<file path="config.mk">
export PLATFORM = sky130hd
export DESIGN_NAME = fuzz_crc32_step
export DESIGN_NICKNAME = d
export VERILOG_FILES = /design/src/rtl/fuzz_chk_pkg.sv /design/src/rtl/fuzz_crc32_step.sv
export SDC_FILE = /design/constraint.sdc
export NUM_CORES = 1
export LEC_CHECK = 0
export CORE_ASPECT_RATIO = 0.6
export CORE_MARGIN = 3
export CORE_UTILIZATION = 65
export DETAILED_ROUTE_END_ITERATION = 12
export DONT_BUFFER_PORTS = 1
export GPL_TIMING_DRIVEN = 0
export PLACE_DENSITY = 0.87
export SLEW_MARGIN = 10
export SYNTH_ARGS = -nofsm -noshare
export SYNTH_HDL_FRONTEND = slang
export SYNTH_SLANG_ARGS = --single-unit
export TNS_END_PERCENT = 30
</file>
<file path="constraint.sdc">
create_clock -name vclk -period 4.7
set_input_delay 0.47 -clock vclk [all_inputs]
set_output_delay 0.47 -clock vclk [all_outputs]
set_load 0.01 [all_outputs]
</file>
<file path="src/rtl/fuzz_chk_pkg.sv">
// Shared types and constants for the fuzz response checker.
// The optional signature path is enabled by FUZZ_CHK_SIGNATURE_EN.
package fuzz_chk_pkg;

  typedef enum logic [1:0] {
    S_IDLE = 2'd0,
    S_RUN  = 2'd1,
    S_DONE = 2'd2
  } chk_state_t;

  localparam int          SIG_W      = 32;
  localparam logic [31:0] CRC32_POLY = 32'h04C11DB7;
  localparam logic [31:0] CRC32_INIT = 32'hFFFFFFFF;

endpackage

</file>
<file path="src/rtl/fuzz_crc32_step.sv">
// One full CRC-32 step: 32 MSB-first shifts, poly 0x04C11DB7,
// no reflection and no final XOR. Purely combinational.
module fuzz_crc32_step
  import fuzz_chk_pkg::*;
(
  input  logic [SIG_W-1:0] state_in,
  output logic [SIG_W-1:0] state_out
);

  // shift the whole word through the LFSR once
  always_comb begin
    logic [SIG_W-1:0] s;
    s = state_in;
    for (int i = 0; i < SIG_W; i++) begin
      if (s[SIG_W-1]) s = (s << 1) ^ CRC32_POLY;
      else            s = s << 1;
    end
    state_out = s;
  end

endmodule

</file>
==> impl_metrics.env, run 1 <==
export IMPL_outcome="finished clean"
export IMPL_finalCritPeriodShare_pct=82.5
export IMPL_start_kind="input pin"
export IMPL_synth_top_area_share_pct=36.7
export IMPL_fmax_mhz=258
export IMPL_grt_first_pass_wirelength_microns=10200
export IMPL_yosysSeqAreaShare_pct=0
export IMPL_wl_met3_microns=887
export IMPL_wire_per_inst_microns=24.1
export IMPL_grt_max_degree=11
export IMPL_initial_core_util_pct=71.5
export IMPL_crit_required_ns=4.23
export IMPL_postRouteAntennaNets=0
export IMPL_syn_instance_count=222
export IMPL_grt_remaining_overflow=0
export IMPL_n_fill_cell=279
export IMPL_ys_warn_count=0
export IMPL_die_w_microns=95.5
export IMPL_syn_mean_instance_area_sq_um=14.1
export IMPL_nFlopsAndLatches=0
export IMPL_drtIter0Drc=159
export IMPL_path_delay_family="XOR/XNOR gates"
export IMPL_layout_commonest_cell="xnor2_1"
export IMPL_seq_area_sq_um=0
export IMPL_antenna_cells=0
export IMPL_synthDistinctLibCells=16
export IMPL_num_clock_buffers=0
export IMPL_wl_microns=6800
export IMPL_cts_setup_buffers=0
export IMPL_synth_top_cell_by_area="xnor3_1"
export IMPL_slew_headroom_pct=50.9
export IMPL_slew_viol_final=0
export IMPL_slowest_delay_ns=0.60
export IMPL_die_h_microns=59.7
export IMPL_crit_path_max_fanout=6
export IMPL_arrival_ns=3.41
export IMPL_period_needed_ns=3.88
export IMPL_synthToLayoutAreaGrowth_pct=2.40
export IMPL_io_pins=64
export IMPL_synthTopCellsByArea="xnor3_1 37%, xnor2_1 26%, xor2_1 8.7%"
export IMPL_final_cell_mix="92 x xnor2_1, 51 x xnor3_1, 31 x xor2_1"
export IMPL_grt_usage_pct=24.8
export IMPL_dr_pass1_iters=4
export IMPL_grt_setup_unrepaired="no"
export IMPL_core_sq_um=4370
export IMPL_dp_hpwl_microns=5980
export IMPL_setup_tns_ns=0
export IMPL_cp_depth=7
export IMPL_vias=1622
export IMPL_setup_viol=0
export IMPL_gp_congestion=0.937
export IMPL_antenna_found_initial=0
export IMPL_port_buffers=0
export IMPL_top_layer_used="met4"
export IMPL_cp_slowest_cell="xor2_1"
export IMPL_syn_cell_area_sq_um=3130
export IMPL_path_buf_inv=1
export IMPL_cp_common_cell="xnor3_1"
export IMPL_path_cells="buf_2, xnor3_1, xor2_1, xnor3_1, xor2_1, xnor2_1, xnor3_1"
export IMPL_drt_vias_per_instance=5.75
export IMPL_m1WireLength_microns=2940
export IMPL_ctsHoldBuffers=0
export IMPL_grt_pass1_vias=1773
export IMPL_cp_end_kind="output pin"
export IMPL_worst_setup_path_type="in2out"
export IMPL_synth_nets=254
export IMPL_rows=18
export IMPL_final_layout_size_suffix_gt1_share_pct=18.5
export IMPL_worstMarginPinSlew_ns=0.735
export IMPL_hp_class="in2out"
export IMPL_drc=0
export IMPL_hold_path_depth=3
export IMPL_hold_viol=0
export IMPL_met2WireLength_microns=2940
export IMPL_cts_resized=0
export IMPL_nets=256
export IMPL_dieArea_sq_um=5700
export IMPL_drv_cap=0
cells by family after synthesis:
logic type	synth area share, %
XOR/XNOR	97.6
buffers and inverters	2.44
per-layer routing:
metal / up-vias / GRT usage (%)
li1: 725 / -
met1: 804 / 37.1
met2: 91 / 38.3
met3: 2 / 6.79
met4: 0 / 1.21
met5: - / 0
layout make-up:
cell class	count	area, sq um	share of cell area, %
multi-input cells	211	3050	95.3
well taps	60	75.1	2.35
plain buffers	10	72.6	2.27
inverters	1	3.75	0.117
synthesized netlist by cell type:
| cell | n |
|---|---|
| buf_6 | 3 |
| xnor2_2 | 6 |
| xor2_1 | 31 |
| xor2_4 | 2 |
| xnor3_4 | 3 |
| xnor3_1 | 51 |
| xnor3_2 | 10 |
| xor2_2 | 6 |
| buf_2 | 4 |
| xnor2_1 | 92 |
| buf_4 | 2 |
| xnor2_4 | 3 |
| clkbuf_1 | 1 |
| xor3_1 | 5 |
| xor3_4 | 2 |
| inv_1 | 1 |
stage by stage:
step	util [%]	cell area, sq um	setup slack (ns)	hold WS, ns	instances
after global routing	73.3	3200	0.707	1.36	282
after global placement	73.3	3200	0.912	1.35	282
after CTS	73.3	3200	0.840	1.35	282
after floorplan	-	3130	1.20	1.29	222
after detailed placement	73.3	3200	0.848	1.35	282
final	73.3	3200	0.823	1.34	282
worst paths after layout:
| kind | start | slack, ns | endpoint |
|---|---|---|---|
| max | state_in[22] | 0.82 | state_out[9] |
| min | state_in[16] | 1.34 | state_out[24] |
Power of run 1 is not shown: default switching activity piles up to over one toggle a cycle in this logic, so the estimate is an artifact.
==> run 2, diff against run 1 <==
clock period = 3.6 ns   (was 4.7 ns; I/O delays follow)
==> impl_metrics.env, run 2 (synthesized netlist as in run 1, its figures left out) <==
export IMPL_outcome="finished clean"
export IMPL_cp_slowest_cell="xnor3_1"
export IMPL_hold_path_depth=3
export IMPL_dieArea_sq_um=5700
export IMPL_num_clock_buffers=0
export IMPL_drc=0
export IMPL_io_pins=64
export IMPL_drtIter0Drc=149
export IMPL_grt_pass1_vias=1778
export IMPL_setup_viol=0
export IMPL_period_needed_ns=3.56
export IMPL_cp_end_kind="output pin"
export IMPL_nets=256
export IMPL_worst_setup_path_type="in2out"
export IMPL_fmax_mhz=281
export IMPL_wire_per_inst_microns=24.5
export IMPL_path_delay_family="XOR/XNOR gates"
export IMPL_start_kind="input pin"
export IMPL_layout_commonest_cell="xnor2_1"
export IMPL_hp_class="in2out"
export IMPL_final_layout_size_suffix_gt1_share_pct=22.1
export IMPL_drv_cap=0
export IMPL_initial_core_util_pct=71.5
export IMPL_cp_depth=7
export IMPL_setup_tns_ns=0
export IMPL_grt_usage_pct=25.0
export IMPL_grt_max_degree=11
export IMPL_grt_first_pass_wirelength_microns=10300
export IMPL_dr_pass1_iters=4
export IMPL_arrival_ns=3.20
export IMPL_antenna_found_initial=0
export IMPL_cp_common_cell="xnor3_1"
export IMPL_crit_path_max_fanout=6
export IMPL_antenna_cells=0
export IMPL_path_cells="buf_2, xnor3_1, xor2_1, xnor3_1, xnor2_2, xnor3_1, xnor2_1"
export IMPL_seq_area_sq_um=0
export IMPL_holdWs_ns=1.12
export IMPL_die_w_microns=95.5
export IMPL_wl_microns=6900
export IMPL_worstMarginPinSlew_ns=0.581
export IMPL_vias=1633
export IMPL_postRouteAntennaNets=0
export IMPL_slowest_delay_ns=0.56
export IMPL_rows=18
export IMPL_final_cell_mix="89 x xnor2_1, 51 x xnor3_1, 26 x xor2_1"
export IMPL_synthToLayoutAreaGrowth_pct=5.04
export IMPL_crit_required_ns=3.24
export IMPL_slew_viol_final=0
export IMPL_dp_hpwl_microns=5980
export IMPL_path_buf_inv=1
export IMPL_nFlopsAndLatches=0
export IMPL_grt_setup_unrepaired="yes"
export IMPL_n_fill_cell=259
export IMPL_drt_vias_per_instance=5.79
export IMPL_core_sq_um=4370
export IMPL_port_buffers=0
export IMPL_finalCritPeriodShare_pct=98.9
export IMPL_slew_headroom_pct=61.0
export IMPL_die_h_microns=59.7
export IMPL_grt_remaining_overflow=0
export IMPL_hold_viol=0
export IMPL_gp_congestion=0.937
## run 2: cell types whose count changed in the layout (fill, tap and decap cells not counted)
cell     change
xnor2_2      +3
xor2_1       -5
xnor2_1      -3
xor2_4       +2
xor2_2       +3
## run 2: path summary, 6_finish.rpt
path	from	to	slack (ns)
max	state_in[22]	state_out[18]	0.04
min	state_in[16]	state_out[24]	1.12
## run 2: final cells by class
type	instances	area, sq um	area share, %
tap	60	75.1	2.29
inverter	1	3.75	0.114
multi-input combinational	211	3130	95.4
buffer	10	72.6	2.21
## run 2: metal layers
metal	track usage (%)	vias up	wire length [microns]
li1	-	729	-
met1	37.5	818	3070
met2	38.8	84	3010
met3	6.79	2	790
met4	0.810	0	27
met5	0	-	0
## run 2: timing repair
| action | CTS | global route |
|---|---|---|
| hold buffers | 0 | 0 |
| endpoints found under the setup margin | 1 | 10 |
| resized for setup | 2 | 8 |
| hold endpoints to repair | 0 | 0 |
| buffers inserted | 0 | 0 |
## run 2: through the flow
| step | area (sq um) | util [%] | instances | worst slack, ns |
|---|---|---|---|---|
| 6_report | 3280 | 75.1 | 282 | 0.0408 |
| 5_1_grt | 3280 | 75.1 | 282 | -0.0894 |
| 4_1_cts | 3220 | 73.6 | 282 | 0.0185 |
| 3_5_place_dp | 3200 | 73.3 | 282 | -0.0322 |
| 3_3_place_gp | 3200 | 73.3 | 282 | 0.0318 |
| 2_1_floorplan | 3130 | - | 222 | 0.318 |
Power of run 2 is left out for the same reason.
==> run 3, diff against run 2 <==
ABC_AREA = 0   (was unset)
CORE_MARGIN = 1.5   (was 3)
==> impl_metrics.env, run 3 (synthesized netlist as in run 1, its figures left out) <==
export IMPL_outcome="finished clean"
export IMPL_stdcell_count=285
export IMPL_placed_cells=285
export IMPL_drt_vias_per_instance=5.65
export IMPL_start_kind="input pin"
export IMPL_period_needed_ns=3.54
export IMPL_nFlopsAndLatches=0
export IMPL_antenna_found_initial=0
export IMPL_synthToLayoutAreaGrowth_pct=5.32
export IMPL_cp_end_kind="output pin"
export IMPL_rows=19
export IMPL_wl_microns=6350
export IMPL_grt_first_pass_wirelength_microns=9410
export IMPL_final_layout_size_suffix_gt1_share_pct=22.1
export IMPL_grt_max_degree=11
export IMPL_drv_cap=0
export IMPL_crit_required_ns=3.24
export IMPL_core_sq_um=4590
export IMPL_grt_remaining_overflow=0
export IMPL_slew_headroom_pct=57.5
export IMPL_drtIter0Drc=127
export IMPL_final_cell_mix="89 x xnor2_1, 50 x xnor3_1, 27 x xor2_1"
export IMPL_vias=1610
export IMPL_io_pins=64
export IMPL_grt_usage_pct=24.9
export IMPL_stdcell_area_sq_um=3290
export IMPL_crit_path_max_fanout=6
export IMPL_antenna_cells=0
export IMPL_postRouteAntennaNets=0
export IMPL_seq_area_sq_um=0
export IMPL_slew_viol_final=0
export IMPL_fmax_mhz=282
export IMPL_grt_setup_unrepaired="yes"
export IMPL_hp_class="in2out"
export IMPL_arrival_ns=3.18
export IMPL_dpl_cell_area_sq_um=3200
export IMPL_dp_hpwl_microns=5490
export IMPL_port_buffers=0
export IMPL_setup_viol=0
export IMPL_num_clock_buffers=0
export IMPL_grt_pass1_vias=1625
export IMPL_initial_core_util_pct=68.1
export IMPL_wire_per_inst_microns=22.3
export IMPL_finalCritPeriodShare_pct=98.5
export IMPL_holdWs_ns=1.12
export IMPL_nets=256
export IMPL_n_fill_cell=296
export IMPL_cts_setup_buffers=0
export IMPL_worstMarginPinSlew_ns=0.633
export IMPL_dr_pass1_iters=4
export IMPL_gp_congestion=0.888
export IMPL_multiInputGateArea_sq_um=3140
export IMPL_hold_viol=0
export IMPL_worst_setup_path_type="in2out"
export IMPL_die_w_microns=92.5
export IMPL_die_h_microns=56.7
export IMPL_dieArea_sq_um=5250
export IMPL_drc=0
export IMPL_layout_commonest_cell="xnor2_1"
==> run 3: per-stage QoR <==
step	utilization, %	worst slack (ns)	setup TNS (ns)
4_1_cts	70.3	0.0102	0
3_5_place_dp	69.8	-0.0770	-0.0926
3_3_place_gp	69.8	-0.0308	-0.0308
6_report	71.7	0.0555	0
5_1_grt	71.7	-0.0143	-0.0223
2_1_floorplan	-	0.318	0
==> run 3: path summary, 6_finish.rpt <==
| path | startpoint | cells after the start | to |
|---|---|---|---|
| worst max-delay path | state_in[22] | 7 | state_out[9] |
| worst min-delay path | state_in[16] | 3 | state_out[24] |
==> run 3: what timing repair did <==
item	CTS	global route
setup endpoints to repair	4	9
gates resized for setup	3	8
hold buffers	0	0
pin swaps	0	1
==> run 3: worst max-delay path, stage by stage <==
cell and delay (ns):
buf_2 0.20, xnor3_1 0.49, xor2_1 0.36, xnor3_1 0.63
xor2_4 0.27, xnor2_2 0.36, xnor3_1 0.51
==> run 3: layer usage <==
| metal | global-route usage (%) | up-vias | wire length (microns) |
|---|---|---|---|
| met5 | 0 | - | 0 |
| met4 | 0 | 0 | 11 |
| met3 | 3.39 | 2 | 753 |
| met2 | 34.5 | 89 | 2610 |
| met1 | 43.4 | 788 | 2980 |
| li1 | - | 731 | - |
==> run 3: area by class of cell <==
| class | instances | share of cell area, % |
|---|---|---|
| inverter | 1 | 0.114 |
| multi-input combinational | 211 | 95.3 |
| tap | 63 | 2.39 |
| buffer | 10 | 2.20 |
Power of run 3 is left out for the same reason.
